File: src/rtl/kalman_pkg.sv
// Shared constants for the attitude filter: calibration FSM encoding,
// calibration defaults and Kalman tuning constants.
package kalman_pkg;

    localparam logic [1:0] ST_IDLE   = 2'd0;
    localparam logic [1:0] ST_SETTLE = 2'd1;
    localparam logic [1:0] ST_ACCUM  = 2'd2;
    localparam logic [1:0] ST_FINISH = 2'd3;

    localparam int          CALIB_SAMPLE_LOG2   = 8;
    localparam int          CALIB_SETTLE_NUM    = 16;
    localparam logic [15:0] CALIB_MOTION_THRESH = 16'd500;

    localparam logic [15:0] KALMAN_Q_ANGLE = 16'd1;
    localparam logic [15:0] KALMAN_Q_BIAS  = 16'd3;
    localparam logic [15:0] KALMAN_DELTA_T = 16'd10;

    // 17-bit magnitude of a - b, so full-scale swings never wrap
    function automatic logic [16:0] abs_diff17(
        input logic signed [15:0] a,
        input logic signed [15:0] b
    );
        logic signed [16:0] d;
        d = 17'(a) - 17'(b);
        return d[16] ? 17'(-d) : 17'(d);
    endfunction

endpackage

File: src/rtl/gyro_axis_accum.sv
// Per-axis bias datapath: reference sample, motion compare,
// sign-extended accumulator and round-half-up averaging.
module gyro_axis_accum
    import kalman_pkg::*;
#(
    parameter int          SAMPLE_LOG2   = CALIB_SAMPLE_LOG2,
    parameter logic [15:0] MOTION_THRESH = CALIB_MOTION_THRESH
) (
    input  logic               clk_in,
    input  logic               rst_in,
    input  logic signed [15:0] sample_in,
    input  logic               load_in,
    input  logic               add_in,
    input  logic               clear_in,
    input  logic               finish_in,
    output logic               motion_out,
    output logic signed [15:0] bias_out
);

    localparam int AW = 16 + SAMPLE_LOG2;
    localparam logic signed [AW-1:0] HALF = AW'(1 << (SAMPLE_LOG2 - 1));

    logic signed [AW-1:0] acc;
    logic signed [AW-1:0] rnd;
    logic signed [AW-1:0] ext;
    logic signed [15:0]   ref_q;

    always_comb begin
        ext        = AW'(sample_in);
        motion_out = abs_diff17(sample_in, ref_q) > {1'b0, MOTION_THRESH};
        rnd        = (acc + HALF) >>> SAMPLE_LOG2;
    end

    always_ff @(posedge clk_in or posedge rst_in) begin
        if (rst_in) begin
            acc      <= '0;
            ref_q    <= '0;
            bias_out <= '0;
        end else begin
            if (clear_in) begin
                acc   <= '0;
                ref_q <= '0;
            end else if (add_in) begin
                acc <= (load_in ? '0 : acc) + ext;
                if (load_in)
                    ref_q <= sample_in;
            end
            if (finish_in)
                bias_out <= rnd[15:0];
        end
    end

endmodule

File: src/rtl/gyro_bias_calib.sv
// Gyro bias calibration: settle, average 2^SAMPLE_LOG2 still samples,
// publish rounded X/Y biases with a one-cycle done pulse.
module gyro_bias_calib
    import kalman_pkg::*;
#(
    parameter int          SAMPLE_LOG2   = CALIB_SAMPLE_LOG2,
    parameter int          SETTLE_NUM    = CALIB_SETTLE_NUM,
    parameter logic [15:0] MOTION_THRESH = CALIB_MOTION_THRESH
) (
    input  logic               clk_in,
    input  logic               rst_in,
    input  logic signed [15:0] gyro_x_raw_in,
    input  logic signed [15:0] gyro_y_raw_in,
    input  logic               gyro_raw_vld_in,
    input  logic               calib_start_in,
    output logic signed [15:0] gyro_x_bias_out,
    output logic signed [15:0] gyro_y_bias_out,
    output logic               calib_done_pos_out,
    output logic               calib_busy_out
);

    localparam int CW = SAMPLE_LOG2 + 1;

    logic [1:0]    state;
    logic          boot;
    logic [15:0]   settle_cnt;
    logic [CW-1:0] smp_cnt;

    logic mot_x, mot_y;
    logic in_accum, first, motion, take, last, clr, fin;

    always_comb begin
        in_accum = (state == ST_ACCUM) && gyro_raw_vld_in;
        first    = (smp_cnt == '0);
        motion   = in_accum && !first && (mot_x || mot_y);
        take     = in_accum && !motion;
        last     = take && (smp_cnt == CW'(2 ** SAMPLE_LOG2 - 1));
        fin      = (state == ST_FINISH);
        clr      = motion || fin;
        calib_busy_out = (state != ST_IDLE);
    end

    // boot forces the first calibration right after reset release
    always_ff @(posedge clk_in or posedge rst_in) begin
        if (rst_in) begin
            state              <= ST_IDLE;
            boot               <= 1'b1;
            settle_cnt         <= '0;
            smp_cnt            <= '0;
            calib_done_pos_out <= 1'b0;
        end else begin
            boot               <= 1'b0;
            calib_done_pos_out <= fin;
            unique case (state)
                ST_IDLE: begin
                    settle_cnt <= '0;
                    smp_cnt    <= '0;
                    if (boot || calib_start_in)
                        state <= ST_SETTLE;
                end
                ST_SETTLE: begin
                    if (gyro_raw_vld_in) begin
                        if (settle_cnt == 16'(SETTLE_NUM - 1)) begin
                            settle_cnt <= '0;
                            state      <= ST_ACCUM;
                        end else begin
                            settle_cnt <= settle_cnt + 16'd1;
                        end
                    end
                end
                ST_ACCUM: begin
                    if (motion) begin
                        smp_cnt <= '0;
                        state   <= ST_SETTLE;
                    end else if (last) begin
                        smp_cnt <= '0;
                        state   <= ST_FINISH;
                    end else if (take) begin
                        smp_cnt <= smp_cnt + CW'(1);
                    end
                end
                ST_FINISH: state <= ST_IDLE;
                default:   state <= ST_IDLE;
            endcase
        end
    end

    gyro_axis_accum #(
        .SAMPLE_LOG2  (SAMPLE_LOG2),
        .MOTION_THRESH(MOTION_THRESH)
    ) u_x (
        .clk_in    (clk_in),
        .rst_in    (rst_in),
        .sample_in (gyro_x_raw_in),
        .load_in   (first),
        .add_in    (take),
        .clear_in  (clr),
        .finish_in (fin),
        .motion_out(mot_x),
        .bias_out  (gyro_x_bias_out)
    );

    gyro_axis_accum #(
        .SAMPLE_LOG2  (SAMPLE_LOG2),
        .MOTION_THRESH(MOTION_THRESH)
    ) u_y (
        .clk_in    (clk_in),
        .rst_in    (rst_in),
        .sample_in (gyro_y_raw_in),
        .load_in   (first),
        .add_in    (take),
        .clear_in  (clr),
        .finish_in (fin),
        .motion_out(mot_y),
        .bias_out  (gyro_y_bias_out)
    );

endmodule

File: config.mk
export PLATFORM = sky130hd
export DESIGN_NAME = gyro_bias_calib
export DESIGN_NICKNAME = d
export VERILOG_FILES = /design/src/rtl/kalman_pkg.sv /design/src/rtl/gyro_axis_accum.sv /design/src/rtl/gyro_bias_calib.sv
export SDC_FILE = /design/constraint.sdc
export NUM_CORES = 1
export LEC_CHECK = 0
export ABC_AREA = 1
export CAP_MARGIN = 20
export CORE_MARGIN = 4
export CORE_UTILIZATION = 63
export CTS_BUF_LIST = sky130_fd_sc_hd__clkbuf_4
export CTS_CLUSTER_SIZE = 10
export DETAILED_ROUTE_END_ITERATION = 7
export GPL_ROUTABILITY_DRIVEN = 0
export PLACE_DENSITY = 0.83
export REMOVE_ABC_BUFFERS = 1
export SYNTH_ARGS = -nofsm -noshare
export SYNTH_HDL_FRONTEND = slang
export SYNTH_SLANG_ARGS = --single-unit
File: constraint.sdc
create_clock -name clk_in -period 5.69 [get_ports clk_in]
set_input_delay 1.138 -clock clk_in [delete_from_list [all_inputs] [get_ports clk_in]]
set_output_delay 1.138 -clock clk_in [all_outputs]
set_load 0.005 [all_outputs]
==> metrics.md, run 1 <==
| Metric | Value |
|---|---|
| Setup ws final | 1100 ps |
| Synth warn | 0 |
| Num CTS Buffers | 17 |
| Worst slew pin tran | 960.5 ps |
| Post-Syn Area per Cell | 6.520 sq um |
| Worst R2R Setup Slack | 1880 ps |
| Min-delay worst type | flop to flop |
| # IOs | 70 |
| RSZ-0062 raised after global routing | no |
| CTS Hold Bufs | 0 |
| Routed Antenna Nets | 0 |
| Crit path launch type | input pin |
| Syn Std Cell Area | 12310 sq um |
| GRT Residual Overflow | 0 |
| Power after layout | 6144 uW |
| Post-placement cell area | 13230 sq um |
| Residual DRC | 0 |
| Chip height | 147.8 microns |
| Worst slew margin | 35.97% |
| Wirelength per Cell | 13.14 microns |
| Tcrit/Tclk final | 80.67% |
| Buffers plus inverters on the worst setup path | 4 |
| Initial Utilization | 64.94% |
| Max-cap violations | 0 |
| Count leader, synth | nand2_1 |
| Seq/Total Area, Yosys | 28.67% |
| Crit path top cell by count | nand3_1 |
| Area occupied by multi-input gates | 7577 sq um |
| Leakage | 0.006999 uW |
| CP Cell Sequence | clkdlybuf4s50_1 -> inv_1 -> ha_1 -> fa_1 -> ha_1 -> inv_1 -> a21oi_1 -> nand3_1 -> nor2_1 -> nand2_1 -> nor2_2 -> nand3_1 -> nand3_1 -> nand2_1 -> a21oi_1 -> nand2_1 -> nor2_1 -> nand3_1 -> nand2_2 -> nand2_4 -> buf_4 -> a21oi_1 |
| CTS clock-pin slew for the worst setup and hold paths | 120 ps |
| Setup Skew | 22.12 ps |
| First-pass DRT Iterations | 6 |
| Slew Limit Fails | 0 |
| Fin util | 71.20% |
| CTS Sinks | 141 |
| Final Cell Area | 13500 sq um |
| Die area | 21840 sq um |
| FP Rows | 50 |
| Fraction of layout cells with a size suffix above 1 | 6.170% |
| Final TNS setup | 0 ps |
| Core area | 18960 sq um |
| Top cells by area, synth | dfrtp_1, nand2_1, ha_1, inv_1, nor2_1 |
| Pre-CTS setup slack | 560.6 ps |
| Maximum buffer depth of the clock tree | 2 |
| Nets | 2073 |
| Worst-path fanout max | 31 |
| Root Driver | clkbuf_4 |
| Die X | 147.8 microns |
| GRT Total Usage | 27.18% |
| Final Setup Violations | 0 |
| Peak VDD IR | 0.2168 mV |
| Final min period | 4590 ps |
| Vias in the first global route | 11170 |
| Most used DFF post-synth | dfrtp_1 |
| Seq. cell area | 3530 sq um |
| Number of DRC markers in iteration 0 | 926 |
| Max Freq | 217.9 MHz |
| Fillers | 1664 |
| Worst skew pair latency | 560 ps |
| CP required | 6170 ps |
| Hpwl dp | 22370 microns |
| Status | finished, final reports clean |
| Post-CTS resize count | 0 |
| Cell variety after synth | 48 |
| Setup Fix Bufs, Post-CTS | 0 |
| Post-synth EDFFs | 0 |
| Total Wirelength | 29190 microns |
| Final count of hold timing violations | 0 |
| Vias | 11970 |
| Initial antenna violation count | 1 |
| Crit path DAT | 5070 ps |
| Largest net degree at the start of global routing | 107 |
| Synth top area share | 28.46% |
| CP peak stage delay | 540 ps |
| CTS tree | yes |
| Slowest CP cell | fa_1 |
| Yosys reg bits | 141 |
| Top delay family on crit path | simple AND/OR/NAND/NOR gates |
| H-tree levels | 4 |
| Cells after synthesis | 1888 |
| Port Buffers | 69 |
| First-pass GRT wire length | 50190 microns |
| Critical Path End Type | flop |
| Post-synthesis to final-layout area growth | 9.635% |
| Ys async rst share | 100.0% |
| Leading area contributor after synthesis | dfrtp_1 |
| Vias/cell | 5.385 |
| PwrDens | 455.2 nW/um^2 |
| Synth cell count leaders | nand2_1, inv_1, nor2_1 |
| Critical Setup Path Class | input pin to flop |
## worst register-to-register path: cells and delay by family, from the launching register on
family | cells | cell delay (ps)
AO/OA/AOI/OAI | 3 | 490
adder cells (fa/ha/maj) | 3 | 940
buffers and inverters | 2 | 380
flip-flops | 1 | 430
AND/OR/NAND/NOR | 12 | 1490
## layer usage
layer  global-route usage [%]  part of all wire, %  vias up
li1                         -                    -     6242
met1                    36.93                   46     5344
met2                    45.22                   47      319
met3                    3.740                  5.2       60
met4                    8.621                  2.5        0
met5                        0                    0        -
## registers in the layout (all words and copies together), names as in the netlist
| name | cells |
|---|---|
| smp_cnt | 9 |
| calib_done_pos_out | 1 |
| boot | 1 |
| u_y.acc | 24 |
| u_x.acc | 24 |
| settle_cnt | 16 |
| u_y.ref_q | 16 |
| state | 2 |
| u_y.bias_out | 16 |
| u_x.ref_q | 16 |
| u_x.bias_out | 16 |
## stage by stage
stage / hold slack, ps / instances
2_1_floorplan: 472.4 / 1848
3_3_place_gp: 461.7 / 2189
3_5_place_dp: 464.2 / 2189
4_1_cts: 494.5 / 2221
5_1_grt: 517.3 / 2222
6_report: 490.1 / 2222
## power breakdown
group	total (uW)	internal (uW)	switching [uW]
Sequential	1580	1360	216
Clock	628	223	405
Combinational	3940	1430	2510
Total	6140	3010	3130
## final timing paths
path                                              from                           to  depth (start not counted)
max                                   gyro_x_raw_in[0]       u_x.acc[2]$_DFFE_PP0P_                         22
min                        u_x.bias_out[2]$_DFFE_PP0P_  u_x.bias_out[2]$_DFFE_PP0P_                          2
max reg2reg                   u_x.ref_q[0]$_DFFE_PP0P_       u_x.acc[2]$_DFFE_PP0P_                         20
min reg2reg                u_x.bias_out[2]$_DFFE_PP0P_  u_x.bias_out[2]$_DFFE_PP0P_                          2
max in group asynchronous                       rst_in  u_x.bias_out[0]$_DFFE_PP0P_                          3
min in group asynchronous                       rst_in      u_y.acc[20]$_DFFE_PP0P_                          2
## cell usage in the layout (no fill, tap or decap), types with 9 or more instances in the layout
cell / n
nand2_2: 18
nor2_1: 204
dfrtp_1: 140
nor4_1: 9
clkbuf_4: 17
nand4_1: 24
or2_2: 9
nor3_1: 19
nand3_1: 145
o31ai_1: 11
xor2_1: 29
inv_1: 258
buf_4: 11
clkdlybuf4s50_1: 69
a21oi_1: 149
nor2_4: 20
nand2_1: 527
o21ai_0: 114
ha_1: 85
## layout make-up
type                            count  area share [%]
Sequential cell                   141           26.15
Timing Repair Buffer               81           5.877
Antenna cell                        1         0.01854
Clock buffer                       17          0.9456
Clock inverter                     15           1.029
Multi-Input combinational cell   1442           56.14
Tap cell                          260           2.410
Inverter                          265           7.426
## logic make-up (layout without fill, tap and decap cells)
| logic type | count (synthesis) | in the layout | synth area share, % |
|---|---|---|---|
| and+or+nand+nor | 1010 | 1010 | 36.37 |
| AOI/OAI and AO/OA | 308 | 308 | 13.34 |
| buffers and inverters | 305 | 378 | 9.879 |
| DFF | 141 | 141 | 28.67 |
| adders and majority gates | 89 | 89 | 9.290 |
| xor gates and xnor gates | 34 | 34 | 2.419 |
| other | 1 | 2 | 0.03046 |
No activity file was read; power rests on OpenSTA's default activity.
==> run 2: changes to the inputs <==
--- a/config.mk
+++ b/config.mk
@@ -8,12 +8,12 @@
 export ABC_AREA = 1
 export CAP_MARGIN = 20
 export CORE_MARGIN = 4
-export CORE_UTILIZATION = 63
+export CORE_UTILIZATION = 57
 export CTS_BUF_LIST = sky130_fd_sc_hd__clkbuf_4
 export CTS_CLUSTER_SIZE = 10
 export DETAILED_ROUTE_END_ITERATION = 7
 export GPL_ROUTABILITY_DRIVEN = 0
-export PLACE_DENSITY = 0.83
+export PLACE_DENSITY = 0.79
 export REMOVE_ABC_BUFFERS = 1
 export SYNTH_ARGS = -nofsm -noshare
 export SYNTH_HDL_FRONTEND = slang
==> constraint.sdc (replaced) <==
create_clock -name clk_in -period 3.9 [get_ports clk_in]
set_input_delay 0.78 -clock clk_in [delete_from_list [all_inputs] [get_ports clk_in]]
set_output_delay 0.78 -clock clk_in [all_outputs]
set_load 0.005 [all_outputs]
==> run 2 against run 1 <==
Power increased by 68%. Register-to-register slack got worse by 1600 ps. Clock power increased by 72%. Largest power group unchanged. Routed wire length increased by 14%. Critical endpoint is now u_x.ref_q[11]$_DFFE_PP0P_. Critical path depth increased by 2. Sequential cell count unchanged.
==> metrics.md, run 2 (synthesized netlist as in run 1, its figures left out) <==
| Metric | Value |
|---|---|
| Nets | 2221 (+7.1%) |
| Maximum buffer depth of the clock tree | 2 (unchanged) |
| Die area | 24010 sq um (+9.9%) |
| Worst R2R Setup Slack | 270 ps (-1610 ps) |
| PwrDens | 690.8 nW/um^2 (+52%) |
| Clock share of power | 10.5% (+0.3 points) |
| Tcrit/Tclk final | 95.70% |
| Port Buffers | 69 (unchanged) |
| CTS Hold Bufs | 0 (unchanged) |
| CTS tree | yes |
| Vias/cell | 5.466 (+1.5%) |
| Status | finished, final reports clean |
| Diode count | 0 (-1) |
| Pint | 5389 uW (+79%) |
| GRT Total Usage | 26.26% (-0.92 points) |
| Leakage | 0.007791 uW (+11%) |
| Worst skew pair latency | 570 ps (about the same) |
| Switching power | 4962 uW (+58%) |
| Setup Skew | 20.38 ps (-1.739 ps) |
| Worst-path fanout max | 7 (-77%) |
| Slew Limit Fails | 0 (unchanged) |
| GRT Residual Overflow | 0 (unchanged) |
| Num CTS Buffers | 17 (unchanged) |
| Final count of hold timing violations | 0 (unchanged) |
| Final TNS setup | 0 ps (unchanged) |
| Sequential share of power | 22.3% (-3.4 points) |
| CTS clock-pin slew for the worst setup and hold paths | 130 ps (about the same) |
| Final Setup Violations | 0 (unchanged) |
| Min-delay worst type | flop to flop |
| Commonest non-fill, non-tap cell in the layout | nand2_1 |
| Hpwl dp | 24810 microns (+11%) |
| CP required | 4420 ps (-1750 ps) |
| Number of DRC markers in iteration 0 | 926 (unchanged) |
| RR Endpoint | u_y.acc[16]$_DFFE_PP0P_ |
| Worst slew margin | 47.84% (+12 points) |
| # IOs | 70 (unchanged) |
| Most frequent cells in the layout | nand2_1, inv_1, nor2_1 |
| FP Rows | 53 (+6.0%) |
| Worst hold slack | 489.5 ps (-0.6670 ps) |
| Worst Reg-to-Reg Cells | 18 (-10%) |
| Fillers | 1754 (+5.4%) |
| Reg2reg start | smp_cnt[5]$_DFFE_PP0P_ |
| Crit path DAT | 4250 ps (-820 ps) |
| Critical Setup Path Class | input pin to flop |
| Largest net degree at the start of global routing | 83 (-22%) |
| Max Freq | 267.9 MHz |
| First-pass DRT Iterations | 5 (-1) |
| Worst slew pin tran | 779.6 ps (-180.9 ps) |
| Initial antenna violation count | 0 (-1) |
| Vias in the first global route | 11800 (+5.6%) |
| Core area | 21150 sq um (+12%) |
| Logic pwr share | 67.2% (+3.1 points) |
| Vias | 13030 (+8.9%) |
| H-tree levels | 4 (unchanged) |
| Switching Share | 47.93% (-3.0 points) |
| Total Wirelength | 33400 microns (+14%) |
| Die X | 155.0 microns (+4.9%) |
| Fin util | 70.83% (-0.37 points) |
| Final min period | 3732 ps |
| Largest regs | u_x.acc: 24 flops, u_y.acc: 24 flops |
| Root Driver | clkbuf_4 |
| Initial Utilization | 58.19% (-6.7 points) |
| First-pass GRT wire length | 53360 microns (+6.3%) |
| Fraction of layout cells with a size suffix above 1 | 14.23% (+8.1 points) |
| Wirelength per Cell | 14.02 microns (+6.7%) |
| Crit path launch type | input pin |
| Critical path launch point | gyro_x_raw_in[0] |
| Post-synthesis to final-layout area growth | 21.71% |
| CTS Sinks | 141 (unchanged) |
| End point of the critical path | u_x.ref_q[11]$_DFFE_PP0P_ |
| Critical Path End Type | flop |
| Residual DRC | 0 (unchanged) |
| Peak VDD IR | 0.3321 mV (+53%) |
| Chip height | 155.0 microns (+4.9%) |
| Routed Antenna Nets | 0 (unchanged) |
| Power after layout | 10350 uW (+68%) |
| Max-cap violations | 0 (unchanged) |
[run 2: what timing repair did]
item | in CTS | in global routing
gates resized for setup | 0 | 53
setup endpoints to repair | 0 | 91
buffers inserted | 0 | 9
[run 2: critical path: stages]
cell	delay (ps)
clkdlybuf4s50_1	500
inv_2	70
ha_4	170
fa_2	610
ha_4	140
inv_1	40
a21oi_2	150
nand3_2	120
nor2_2	110
nand2_2	90
buf_4	140
xor2_1	120
nand2_1	60
nand2_1	70
nor2_1	40
nand2_1	50
nor2_1	40
nor2_1	140
nand3_2	140
nand2_4	150
nand2_8	110
buf_12	190
buf_12	130
nor2_4	70
[run 2: through the flow]
step / instances / setup WS (ps) / instance area (sq um)
after CTS: 2371 / 68.39 / 14620
final: 2383 / 167.6 / 14980
after floorplan: 1848 / -2268 / 12090
after global routing: 2383 / -13.23 / 14980
after detailed placement: 2340 / -529.5 / 14310
after global placement: 2340 / -427.0 / 14310
[run 2: how the worst min path moves through the flow]
stage | slack (ps) | cells after the start | to | start
2_1_floorplan | 470 | 2 | u_x.bias_out[0]$_DFFE_PP0P_ | u_x.bias_out[0]$_DFFE_PP0P_
3_3_place_gp | 460 | 2 | u_x.bias_out[3]$_DFFE_PP0P_ | u_x.bias_out[3]$_DFFE_PP0P_
5_1_grt | 510 | 2 | u_x.bias_out[6]$_DFFE_PP0P_ | u_x.bias_out[6]$_DFFE_PP0P_
3_5_place_dp | 460 | 2 | u_x.bias_out[2]$_DFFE_PP0P_ | u_x.bias_out[2]$_DFFE_PP0P_
4_1_cts | 490 | 2 | u_x.bias_out[2]$_DFFE_PP0P_ | u_x.bias_out[2]$_DFFE_PP0P_
6_report | 490 | 2 | u_x.bias_out[2]$_DFFE_PP0P_ | u_x.bias_out[2]$_DFFE_PP0P_
[run 2: layout make-up]
cell class	count	area, sq um	share of cell area [%]
Tap cell	275	344.1	2.296
Timing Repair Buffer	229	2037	13.59
Sequential cell	141	3531	23.57
Multi-Input combinational cell	1442	7750	51.72
Clock inverter	12	171.4	1.144
Clock buffer	19	142.6	0.9520
Inverter	265	1007	6.722
[run 2: layer usage]
metal | part of all wire (%) | vias to the layer above | wire [microns] | track usage [%]
li1 | - | 6509 | - | -
met1 | 45 | 6030 | 14900 | 35.61
met2 | 48 | 438 | 16120 | 44.83
met3 | 5.9 | 49 | 1964 | 4.228
met4 | 1.2 | 0 | 416 | 5.046
met5 | 0 | - | 0 | 0
[run 2: power groups by stage]
stage,registers [uW],logic [uW],clock network (uW)
3_5_place_dp,2330,6470,0
3_3_place_gp,2310,6300,0
4_1_cts,2300,6510,1090
5_1_grt,2370,7760,1150
6_report,2310,6960,1080
2_1_floorplan,2270,4260,0
